<file path="config.mk">
export PLATFORM = sky130hd
export DESIGN_NAME = seq_mult_ctrl
export DESIGN_NICKNAME = d
export VERILOG_FILES = /design/src/rtl/seq_mult_ctrl.sv
export SDC_FILE = /design/constraint.sdc
export NUM_CORES = 1
export LEC_CHECK = 0
export CAP_MARGIN = 20
export CORE_ASPECT_RATIO = 1.25
export CORE_MARGIN = 5
export CORE_UTILIZATION = 50
export CTS_CLUSTER_DIAMETER = 150
export DETAILED_ROUTE_END_ITERATION = 7
export PLACE_DENSITY = 0.82
export SLEW_MARGIN = 10
export SYNTH_ARGS = -nofsm -noshare
export SYNTH_HDL_FRONTEND = slang
export SYNTH_SLANG_ARGS = --single-unit
</file>
<file path="constraint.sdc">
create_clock -name clk -period 3.3 [get_ports clk]
set_input_delay 0.33 -clock clk [delete_from_list [all_inputs] [get_ports clk]]
set_output_delay 0.33 -clock clk [all_outputs]
set_load 0.005 [all_outputs]
</file>
<file path="src/rtl/seq_mult_ctrl.sv">
// Shift-add unsigned multiplier controller: sequences an external N-bit adder
// for N iterations and presents a registered 2N-bit product with a done pulse.
module seq_mult_ctrl #(
  parameter int N = 16
) (
  input  logic           clk,
  input  logic           rst,
  input  logic           start,
  input  logic [N-1:0]   multiplicand,
  input  logic [N-1:0]   multiplier,
  output logic           busy,
  output logic           done,
  output logic [2*N-1:0] product,
  output logic [N-1:0]   add_a,
  output logic [N-1:0]   add_b,
  output logic           add_cin,
  input  logic [N-1:0]   add_sum,
  input  logic           add_cout
);

  localparam int CW = $clog2(N + 1);
  localparam logic [CW-1:0] CNT_INIT = CW'(N);
  localparam logic [CW-1:0] CNT_ONE  = CW'(1);

  typedef enum logic [1:0] {IDLE, RUN, DONE} state_t;

  state_t           state_reg, state_next;
  logic [N-1:0]     mcand_reg, mcand_next;
  logic [N-1:0]     acc_hi_reg, acc_hi_next;
  logic [N-1:0]     acc_lo_reg, acc_lo_next;
  logic [CW-1:0]    cnt_reg, cnt_next;
  logic [2*N-1:0]   product_reg, product_next;

  logic [N-1:0]     mcand_gated;
  logic [N-1:0]     shift_hi, shift_lo;

  // Partial product: multiplicand where the current multiplier LSB is set.
  generate
    for (genvar gi = 0; gi < N; gi++) begin : g_gate
      assign mcand_gated[gi] = mcand_reg[gi] & acc_lo_reg[0];
    end
  endgenerate

  // Carry-out becomes the new top bit, so the full 2N-bit result never overflows.
  assign shift_hi = {add_cout, add_sum[N-1:1]};
  assign shift_lo = {add_sum[0], acc_lo_reg[N-1:1]};

  always_ff @(posedge clk) begin
    if (rst) begin
      state_reg   <= IDLE;
      mcand_reg   <= '0;
      acc_hi_reg  <= '0;
      acc_lo_reg  <= '0;
      cnt_reg     <= '0;
      product_reg <= '0;
    end else begin
      state_reg   <= state_next;
      mcand_reg   <= mcand_next;
      acc_hi_reg  <= acc_hi_next;
      acc_lo_reg  <= acc_lo_next;
      cnt_reg     <= cnt_next;
      product_reg <= product_next;
    end
  end

  always_comb begin
    state_next   = state_reg;
    mcand_next   = mcand_reg;
    acc_hi_next  = acc_hi_reg;
    acc_lo_next  = acc_lo_reg;
    cnt_next     = cnt_reg;
    product_next = product_reg;
    busy         = 1'b0;
    done         = 1'b0;
    add_a        = '0;
    add_b        = '0;
    add_cin      = 1'b0;

    case (state_reg)
      IDLE, DONE: begin
        done = (state_reg == DONE);
        if (start) begin
          mcand_next  = multiplicand;
          acc_lo_next = multiplier;
          acc_hi_next = '0;
          cnt_next    = CNT_INIT;
          state_next  = RUN;
        end else begin
          state_next  = IDLE;
        end
      end
      RUN: begin
        busy        = 1'b1;
        add_a       = acc_hi_reg;
        add_b       = mcand_gated;
        acc_hi_next = shift_hi;
        acc_lo_next = shift_lo;
        cnt_next    = cnt_reg - CNT_ONE;
        if (cnt_reg == CNT_ONE) begin
          product_next = {shift_hi, shift_lo};
          state_next   = DONE;
        end
      end
      default: state_next = IDLE;
    endcase
  end

  assign product = product_reg;

endmodule

</file>
==> impl_metrics.yaml, run 1 <==
finish:
  diodes: 0
  layout-drive-gt1-share_pct: 5.66
  nets: 579
  final_cells: 622
  area_growth_pct: 36.1
  largest_reg_flops: 32
routing:
  drc_errors: 0
  vias: 3257
  wire_per_inst_um: 15.0
  drtIter0Drc: 155
  drtPass1Iterations: 4
  ant_nets: 0
  routed_via_density: 5.24
  totalWireLength_um: 9300
floorplanning:
  die_y_um: 107
  start_util_pct: 51.2
  dieArea_um2: 9390
  die_x_um: 87.7
  core_area_um2: 7360
  fp-row-count: 35
  pin_count: 119
worst_setup_path:
  critPathSlowestCell: "inv_2"
  crit_path_end_kind: "output pin"
  arrival_ps: 2220
  path_max_fanout: 54
  regToRegEndpoint: "product[14]"
  path_buf_inv: 2
  worst-r2r-setup-slack_ps: 1320
  worstSetupPathType: "reg -> out"
  required_ps: 2970
  r2r_cells: 4
  worstSetupStartpoint: "state_reg[0]"
  critPathTopFamily: "buffers and inverters"
  crit_chain: "nand2b_2 -> inv_2 -> and3_1 -> clkdlybuf4s50_1"
  reg2reg_from: "cnt_reg[0]"
  start_kind: "register"
  slowest_delay_ps: 560
placement:
  port_buffers: 117
  hpwlAfterDp_um: 6210
  dp_slack_ps: 1090
  gp_congestion: 0.775
  place_inst: 606
grt:
  grt_pass1_vias: 3137
  gr-total-overflow: 0
  antenna_found_initial: 0
  grt_max_degree: 55
  grt_pass1_wl_um: 14900
  track_usage_pct: 19.9
sta:
  hold_violations: 0
  setup_tns_ps: 0
  clock-skew-final_ps: 12.9
  max_freq_mhz: 392
  worst_slew_pin_slew_ps: 1000
  drv_slew: 0
  fin_ws_ps: 747
  fin_crit_sh_pct: 77.4
  final-setup-viol-count: 0
  fin_crit_ps: 2550
  relSlewSlack_pct: 33.0
  rsz0062_at_grt: "false"
logic_synthesis:
  synthesis.nets: 485
  ys_ff_latch: 87
  yosysMostFrequentCell: "dfxtp_1"
  seq_area_frac_synth_pct: 46.2
  synth_common_cells: "dfxtp_1, nand2b_1, a21oi_1"
  syn_inst: 431
  yosysUniqueCellTypes: 29
  synthTopCellsByArea: "dfxtp_1, nand2b_1, mux2i_1"
  syn_avg_cell_area_um2: 8.75
  synth_edf_count: 0
  yosysTopAreaCellShare_pct: 46.2
  netlist_area_um2: 3770
  synth_async_sr_flop_share_pct: 0
  yosysWarnings: 0
  ys.flop_type: "dfxtp_1"
  yosysTopAreaCell: "dfxtp_1"
hold_path:
  holdPathStages: 2
  min_from: "mcand_reg[12]"
  min_to: "mcand_reg[12]"
  hp-class: "reg -> reg"
clocking:
  cts_max_level: 3
  hold_buffers: 0
  clkSinkCount: 87
  clockRootBuffer: "clkbuf_8"
  numCtsBuffers: 9
  clk_latency_ps: 350
  cts.path.max_buffers: 2
  post-cts-setup-buffers: 0
  cts.clk_slew.worst_paths_ps: 80
  cts_tree: "done"
  cts_resized: 0
power:
  leakage_nw: 1.85
  power_density_nw_per_um2: 436
  peakVddDrop_v: 0.000338
run_status:
  status: "complete, no violations"
run:
  maxCapViolCount: 0
## layout make-up
class	instances	area, µm²
Clock buffer	9	124
Clock inverter	7	96.3
Fill cell	579	2230
Inverter	3	11.3
Multi-Input combinational cell	302	1840
Sequential cell	87	1740
Tap cell	92	115
Timing Repair Buffer	122	1200
## how the worst max path moves through the flow
stage,end,depth (start not counted)
floorplan,product[10],6
global placement,cnt_reg[4],5
detailed placement,cnt_reg[4],5
CTS,add_b[14],4
global route,add_b[14],4
finish,add_b[14],4
## cell usage in the layout (no fill, tap or decap), types with 2 or more instances in the layout
cell	netlist	layout
nand3_1	35	35
clkinv_4	0	2
dfxtp_1	87	87
and3_1	16	16
nor3_1	2	2
buf_4	1	5
clkbuf_8	0	9
nand2b_1	67	65
and2_1	16	16
bufinv_16	0	2
nand2_1	49	49
clkdlybuf4s50_1	0	116
clkinv_2	0	2
inv_1	3	2
ha_1	2	2
nand2b_2	0	2
a22oi_1	16	16
nor2_1	3	3
a21oi_1	52	52
mux2i_1	32	32
## report_power, final
group          switching (mW)  internal [mW]  total (mW)
clock network           0.381          0.429       0.810
registers              0.0349           1.10        1.13
logic                   0.148          0.144       0.293
total                   0.565           1.67        2.24
## metrics by stage
step / area, µm² / power, mW / hold slack, ps / utilization, %
floorplan: 3770 / 1.32 / 432 / -
global placement: 4910 / 1.44 / 442 / 66.7
CTS: 5130 / 2.26 / 458 / 69.7
global route: 5130 / 2.33 / 478 / 69.7
finish: 5130 / 2.24 / 457 / 69.7
detailed placement: 4910 / 1.45 / 445 / 66.7
## routing by layer
layer  global-route usage, %  up-vias  wire length, µm
met1                    24.5     1517             3960
met4                    7.79        0              206
met2                    33.1       96             4600
met3                    4.46       15              536
met5                       0        -                0
li1                        -     1629                -
## cells by family after synthesis
group	share of synthesized area [%]
AND/OR/NAND/NOR	28.5
flip-flops	46.2
AO/OA/AOI/OAI	10.5
buffers and inverters	5.24
multiplexers	8.80
adder cells (fa/ha/maj)	0.664
other	0.0995
## tightest hold or removal path, delay by kind of cell (launching register included)
family           cells  cell delay, ps
AO/OA/AOI/OAI        1              50
flip-flops           1             320
AND/OR/NAND/NOR      1              50
(Power assumes the default switching activity.)
==> run 2, diff against run 1 <==
--- a/config.mk
+++ b/config.mk
@@ -8,10 +8,10 @@
 export CAP_MARGIN = 20
 export CORE_ASPECT_RATIO = 1.25
 export CORE_MARGIN = 5
-export CORE_UTILIZATION = 50
+export CORE_UTILIZATION = 46
 export CTS_CLUSTER_DIAMETER = 150
 export DETAILED_ROUTE_END_ITERATION = 7
-export PLACE_DENSITY = 0.82
+export PLACE_DENSITY = 0.76
 export SLEW_MARGIN = 10
 export SYNTH_ARGS = -nofsm -noshare
 export SYNTH_HDL_FRONTEND = slang
==> constraint.sdc (replaced) <==
create_clock -name clk -period 2.7 [get_ports clk]
set_input_delay 0.27 -clock clk [delete_from_list [all_inputs] [get_ports clk]]
set_output_delay 0.27 -clock clk [all_outputs]
set_load 0.005 [all_outputs]
==> impl_metrics.yaml, run 2 (same netlist as run 1, synthesis figures left out) <==
finish:
  final_cells: 629
  fillerInstances: 694
  largest_reg_flops: 32
  multi_input_area_um2: 1840
  regArea_um2: 1740
  area_growth_pct: 35.7
  diodes: 0
  fin_util_pct: 63.1
  nets: 582
  layout-drive-gt1-share_pct: 5.83
  layout_commonest_cell: "clkdlybuf4s50_1"
  mostFrequentLayoutCells: "clkdlybuf4s50_1, dfxtp_1, nand2b_1"
sta:
  hold_violations: 0
  setup_tns_ps: 0
  worst_slew_pin_slew_ps: 1020
  fin_crit_ps: 2440
  drv_slew: 0
  max_freq_mhz: 410
  fin_crit_sh_pct: 90.3
  final-setup-viol-count: 0
  rsz0062_at_grt: "false"
  clock-skew-final_ps: 7.18
  relSlewSlack_pct: 31.9
worst_setup_path:
  regToRegEndpoint: "product[28]"
  path_max_fanout: 52
  critPathTopFamily: "buffers and inverters"
  required_ps: 2430
  r2r_cells: 4
  worst-r2r-setup-slack_ps: 710
  start_kind: "register"
  slowest_delay_ps: 540
  reg2reg_from: "cnt_reg[0]"
  crit_path_end_kind: "output pin"
  crit_chain: "nand2b_2 -> inv_2 -> and3_1 -> clkdlybuf4s50_1"
  critPathSlowestCell: "inv_2"
  arrival_ps: 2170
  worstSetupPathType: "reg -> out"
  path_buf_inv: 2
clocking:
  clkSinkCount: 87
  cts.clk_slew.worst_paths_ps: 80
  clockRootBuffer: "clkbuf_8"
  clk_latency_ps: 340
  post-cts-setup-buffers: 0
  cts_max_level: 3
  hold_buffers: 0
  cts_resized: 0
  numCtsBuffers: 9
  cts.path.max_buffers: 2
  cts_tree: "done"
routing:
  totalWireLength_um: 9070
  vias: 3218
  wire_per_inst_um: 14.4
  drtIter0Drc: 140
  ant_nets: 0
  routed_via_density: 5.12
  drc_errors: 0
  drtPass1Iterations: 4
placement:
  place_inst: 614
  hpwlAfterDp_um: 6180
  gp_congestion: 0.758
  port_buffers: 117
power:
  leakage_nw: 1.84
  power_density_nw_per_um2: 496
  peakVddDrop_v: 0.000298
grt:
  grt_util_met3_pct: 4.41
  grt_pass1_vias: 3204
  track_usage_pct: 17.7
  antenna_found_initial: 0
  met2_usage_pct: 30.5
  use_met1_pct: 20.9
  grt_pass1_wl_um: 14900
  gr-total-overflow: 0
  grt_max_degree: 53
  busiest_layer: "met2"
floorplanning:
  die_x_um: 91.0
  pin_count: 119
  dieArea_um2: 10100
  core_area_um2: 8100
  die_y_um: 111
  start_util_pct: 46.5
  fp-row-count: 37
run:
  maxCapViolCount: 0
run_status:
  status: "complete, no violations"
hold_path:
  holdPathStages: 2
  min_from: "mcand_reg[13]"
  hp-class: "reg -> reg"
  min_to: "mcand_reg[13]"
run 2: how the worst max path moves through the flow:
| stage | from | endpoint | slack, ps | cells past startpoint |
|---|---|---|---|---|
| after global placement | state_reg[1] | add_a[10] | 660 | 4 |
| after floorplan | cnt_reg[1] | product[10] | 1160 | 6 |
| after CTS | state_reg[0] | add_b[14] | 230 | 4 |
| after detailed placement | state_reg[0] | add_b[14] | 650 | 4 |
| final | state_reg[1] | add_b[14] | 260 | 4 |
| after global routing | state_reg[0] | add_b[4] | 80 | 4 |
run 2: cell type report:
class | count | share of cell area (%)
Timing Repair Buffer | 125 | 24.2
Multi-Input combinational cell | 302 | 35.9
Tap cell | 97 | 2.37
Sequential cell | 87 | 34.1
Inverter | 3 | 0.220
Clock buffer | 11 | 2.76
Clock inverter | 4 | 0.440
run 2: per-stage QoR:
stage	total power, mW	cell area (µm²)	setup WS [ps]	hold WS, ps
6_report	2.54	5110	262	454
5_1_grt	2.66	5110	77.6	465
4_1_cts	2.56	5110	235	454
3_5_place_dp	1.78	4950	646	446
3_3_place_gp	1.77	4950	663	440
2_1_floorplan	1.62	3770	1160	406
run 2: worst min-delay path, stage by stage, from the launching register on:
cell and delay (ps):
dfxtp_1 310, nand2_1 50, a21oi_1 50
run 2: power by group:
part | leakage [nW] | switching [mW] | internal, mW
sequential | 0.709 | 0.0420 | 1.34
combinational | 1.05 | 0.179 | 0.183
clock | 0.0850 | 0.439 | 0.351
run 2: layer usage:
layer / vias up / share of wire, %
li1: 1636 / -
met1: 1486 / 41
met2: 87 / 51
met3: 9 / 6.9
met4: 0 / 1.5
met5: - / 0
==> run 3, diff against run 2 <==
--- a/config.mk
+++ b/config.mk
@@ -8,10 +8,10 @@
 export CAP_MARGIN = 20
 export CORE_ASPECT_RATIO = 1.25
 export CORE_MARGIN = 5
-export CORE_UTILIZATION = 46
+export CORE_UTILIZATION = 40
 export CTS_CLUSTER_DIAMETER = 150
 export DETAILED_ROUTE_END_ITERATION = 7
-export PLACE_DENSITY = 0.76
+export PLACE_DENSITY = 0.68
 export SLEW_MARGIN = 10
 export SYNTH_ARGS = -nofsm -noshare
 export SYNTH_HDL_FRONTEND = slang
==> impl_metrics.yaml, run 3 (same netlist as run 1, synthesis figures left out) <==
finish:
  diodes: 0
  area_growth_pct: 40.6
  regArea_um2: 1740
  final_cells: 657
  final_cell_area_um2: 5300
  mostFrequentLayoutCells: "clkdlybuf4s50_1, dfxtp_1, nand2b_1"
  largest_reg_flops: 32
  multi_input_area_um2: 1840
  nets: 583
  layout-drive-gt1-share_pct: 6.18
  fillerInstances: 838
  layout_commonest_cell: "clkdlybuf4s50_1"
hold_path:
  holdPathStages: 2
  min_to: "state_reg[0]"
  min_from: "rst"
  hp-class: "in -> reg"
sta:
  hold_violations: 0
  whs_ps: 412
  fin_crit_ps: 2350
  max_freq_mhz: 425
  fin_crit_sh_pct: 87.2
  rsz0062_at_grt: "false"
  drv_slew: 0
  setup_tns_ps: 0
  worst_slew_pin_slew_ps: 733
  relSlewSlack_pct: 51.1
  clock-skew-final_ps: 5.67
  final-setup-viol-count: 0
power:
  leakage_nw: 1.92
  swShare_pct: 23.4
  pwr-share-clk_pct: 42.0
  p_comb_share_pct: 12.2
  power_density_nw_per_um2: 571
  p_total_mw: 3.03
  pwr-share-seq_pct: 45.8
  netSwitchingPower_mw: 0.707
  internal_power_mw: 2.32
  peakVddDrop_v: 0.000362
clocking:
  clk_latency_ps: 330
  clkSinkCount: 87
  clockRootBuffer: "clkbuf_16"
  post-cts-setup-buffers: 0
  cts.path.max_buffers: 2
  cts_resized: 0
  cts_max_level: 3
  hold_buffers: 0
  cts.clk_slew.worst_paths_ps: 60
  cts_tree: "done"
  numCtsBuffers: 9
routing:
  wire_per_inst_um: 14.7
  ant_nets: 0
  totalWireLength_um: 9640
  vias: 3227
  drtIter0Drc: 134
  drc_errors: 0
  routed_via_density: 4.91
  drtPass1Iterations: 5
worst_setup_path:
  start_kind: "register"
  worst-r2r-setup-slack_ps: 690
  worstSetupPathType: "reg -> out"
  required_ps: 2430
  path_max_fanout: 30
  crit_path_end_kind: "output pin"
  regToRegEndpoint: "product[15]"
  reg2reg_from: "cnt_reg[0]"
  arrival_ps: 2080
  r2r_cells: 4
floorplanning:
  pin_count: 119
  dieArea_um2: 11500
  core_area_um2: 9170
  fp-row-count: 39
  start_util_pct: 41.1
  die_y_um: 119
  die_x_um: 96.8
run_status:
  status: "complete, no violations"
grt:
  grt_pass1_vias: 3223
  grt_pass1_wl_um: 15800
  track_usage_pct: 16.7
  grt_max_degree: 69
  antenna_found_initial: 0
  gr-total-overflow: 0
placement:
  placed_cell_area_um2: 4990
  port_buffers: 117
  gp_congestion: 0.739
  place_inst: 641
  hpwlAfterDp_um: 6420
run:
  maxCapViolCount: 0
## run 3: cell types whose count changed in the layout (fill, tap and decap cells not counted)
cell / before / now
clkbuf_16: 0 / 9
bufinv_16: 0 / 1
clkinvlp_4: 1 / 0
clkbuf_8: 10 / 3
clkinv_2: 3 / 2
buf_4: 7 / 8
## run 3: how the worst max path moves through the flow
| stage | to | from | slack (ps) |
|---|---|---|---|
| 2_1_floorplan | product[10] | cnt_reg[1] | 1160 |
| 3_5_place_dp | product[15] | cnt_reg[0] | 660 |
| 5_1_grt | add_b[13] | state_reg[0] | 180 |
| 4_1_cts | add_b[13] | state_reg[0] | 310 |
| 6_report | add_b[3] | state_reg[0] | 350 |
| 3_3_place_gp | add_a[13] | state_reg[1] | 720 |
## run 3: power groups by stage
stage          Clock [mW]  Sequential, mW  Combinational (mW)
3_5_place_dp            0            1.42               0.370
6_report             1.27            1.39               0.369
4_1_cts              1.31            1.39               0.374
3_3_place_gp            0            1.41               0.366
5_1_grt              1.37            1.40               0.406
2_1_floorplan           0            1.40               0.217
## run 3: per-stage QoR
| step | util [%] | worst slack (ps) |
|---|---|---|
| finish | 57.8 | 345 |
| detailed placement | 54.4 | 664 |
| floorplan | - | 1160 |
| CTS | 57.8 | 314 |
| global placement | 54.4 | 719 |
| global route | 57.8 | 177 |
## run 3: layout make-up
cell class / instances / area share, %
Inverter: 3 / 0.212
Multi-Input combinational cell: 302 / 34.7
Tap cell: 123 / 2.90
Clock inverter: 3 / 0.755
Sequential cell: 87 / 32.9
Clock buffer: 13 / 5.10
Timing Repair Buffer: 126 / 23.5
## run 3: critical path, stage by stage (launching register included)
cell	delay, ps
dfxtp_1	420
nand2b_2	90
inv_2	200
buf_4	320
and3_1	210
clkdlybuf4s50_1	510
## run 3: per-layer routing
metal | track usage [%] | up-vias | share of wire (%)
met2 | 28.2 | 85 | 51
met1 | 19.8 | 1500 | 44
met4 | 6.58 | 0 | 0.69
met3 | 5.07 | 4 | 4.6
met5 | 0 | - | 0
li1 | - | 1638 | -
==> RTL change, RTL diff (flow settings as in run 2) <==
The 3 states of `state_t` get a one-hot encoding in 3 bits.
--- a/src/rtl/seq_mult_ctrl.sv
+++ b/src/rtl/seq_mult_ctrl.sv
@@ -22,7 +22,7 @@
   localparam logic [CW-1:0] CNT_INIT = CW'(N);
   localparam logic [CW-1:0] CNT_ONE  = CW'(1);
 
-  typedef enum logic [1:0] {IDLE, RUN, DONE} state_t;
+  typedef enum logic [2:0] {IDLE = 3'b001, RUN = 3'b010, DONE = 3'b100} state_t;
 
   state_t           state_reg, state_next;
   logic [N-1:0]     mcand_reg, mcand_next;
Check against the original RTL: same outputs for any inputs over 10 cycles, from zero or initial values and one cycle with rst high; not proved beyond that.
==> RTL change against run 2 <==
  * Cell count increased by 0.32%
  * Setup slack got worse by 0.13 ns
  * Wire length increased by 12%
  * Final area increased by 1.9%
  * Clock power increased by 24%
  * Sequential cell count increased by 1
  * Total power increased by 5.3%
  * Fmax decreased by 5.0%
  * Synthesized area increased by 0.17%
  * Worst hold slack got worse by 0.089 ns
  * Sequential share of layout area decreased by 0.22 points
==> RTL change: results (changes against run 2) <==
[worst_setup_path]
timing.reg2reg.setup_slack_ns=0.56  ; -0.15 ns
worst_path_largest_cell_delay_ns=0.51  ; -0.03 ns
critPathMaxFanout=35  ; -33%
critical-path-slowest-cell=or3b_2

[final_layout]
final_cells=631  ; +0.32%
post_route_cells_drive_above_1_share=0.0899  ; +0.0316
nNetsFinal=583  ; +0.17%

[grt]
grt_pass1_vias=3405  ; +6.3%
met1_usage=0.241  ; +0.0322
grtUsageMet3=0.0285  ; -0.0156
globalRouteTotalUtil=0.193  ; +0.0159
largest_net_degree_at_the_start_of_global_routing=57  ; +7.5%
grt_pass1_wl_microns=16400  ; +10%
met2_usage=0.331  ; +0.0260

[hold_path]
hp-class=primary input to register

[placed_design]
place_ws_ns=0.373  ; -0.273 ns
globalplace.congestion=0.740  ; -2.4%
dpl-instance-area_sq_um=4990  ; +0.88%
hpwl_microns=6960  ; +13%

[drt]
drt-wirelength-per-cell_microns=16.0  ; +11%
iteration_count_of_the_initial_detailed_routing_pass=4  ; unchanged
detail_route.vias_per_cell=5.60  ; +9.5%
drt-met1-wl_microns=4310  ; +17%
wl_met3_microns=424  ; -32%
met2RoutedLength_microns=5200  ; +13%
drt_first_iter_violations=196  ; +40%

[yosys]
synth.net_count=487  ; +0.41%
yosys.cell_types.count=41  ; +41%
synth.top_cells.by_count=dfxtp_1 (88), a21oi_1 (50), o21ai_0 (50), nand3_1 (48), nand2_1 (32)
synth_top_cells_by_area=dfxtp_1 (47%), a21oi_1 (6.6%), o21ai_0 (6.6%)
yosysSeqAreaShare=0.467  ; +0.00454
synthAdderAreaFrac=0.00663  ; -0.0000110
yosys-mux-area-fraction=0.00298  ; -0.0850
xor_xnor_fraction_of_synth_area=0.00464  ; +0.00464
synth_compound_gate_area_share=0.235  ; +0.130
syn_inst=433  ; +0.46%
largest_family_of_logic_cells_by_synthesized_area=compound AO/OA/AOI/OAI gates

[timing]
worstMarginPinSlew_ns=0.947  ; -0.0745 ns
hold_slack_ns=0.365  ; -0.0894 ns
fin_worst_skew_ns=0.00967  ; +0.00248 ns
final_min_period_over_clock_period=0.951  ; +0.0479

[run_status]
status=finished, final reports clean

[pwr]
vdd_ir_drop_max_mv=0.328  ; +10%
cellLeakagePower_nw=1.88  ; +1.8%

[clock_network]
clock_path_buffers=2  ; unchanged
ctsResizeCount=1  ; +1

## RTL change: final cells by class
cell class	count	area [sq um]
Fill cell	698	2940
Multi-Input combinational cell	294	1790
Sequential cell	88	1760
Timing Repair Buffer	132	1300
Clock buffer	11	131
Tap cell	97	121
Clock inverter	5	81.3
Inverter	4	17.5
## RTL change: final timing paths
path | from | endpoint | cells after the start
worst max-delay path | state_reg[2]$_SDFFE_PP0P_ | add_a[1] | 5
worst min-delay path | rst | mcand_reg[14]$_SDFFE_PP0P_ | 2
worst max register to register | state_reg[2]$_SDFFE_PP0P_ | cnt_reg[0]$_SDFFE_PP0P_ | 4
worst min register to register | mcand_reg[5]$_SDFFE_PP0P_ | mcand_reg[5]$_SDFFE_PP0P_ | 2
## RTL change: where the power goes
group	internal [mW]	switching (mW)	leakage, nW	total [mW]
registers	1.35	0.0405	0.716	1.39
logic	0.151	0.152	1.06	0.303
clock network	0.522	0.458	0.104	0.980
total	2.02	0.650	1.88	2.67
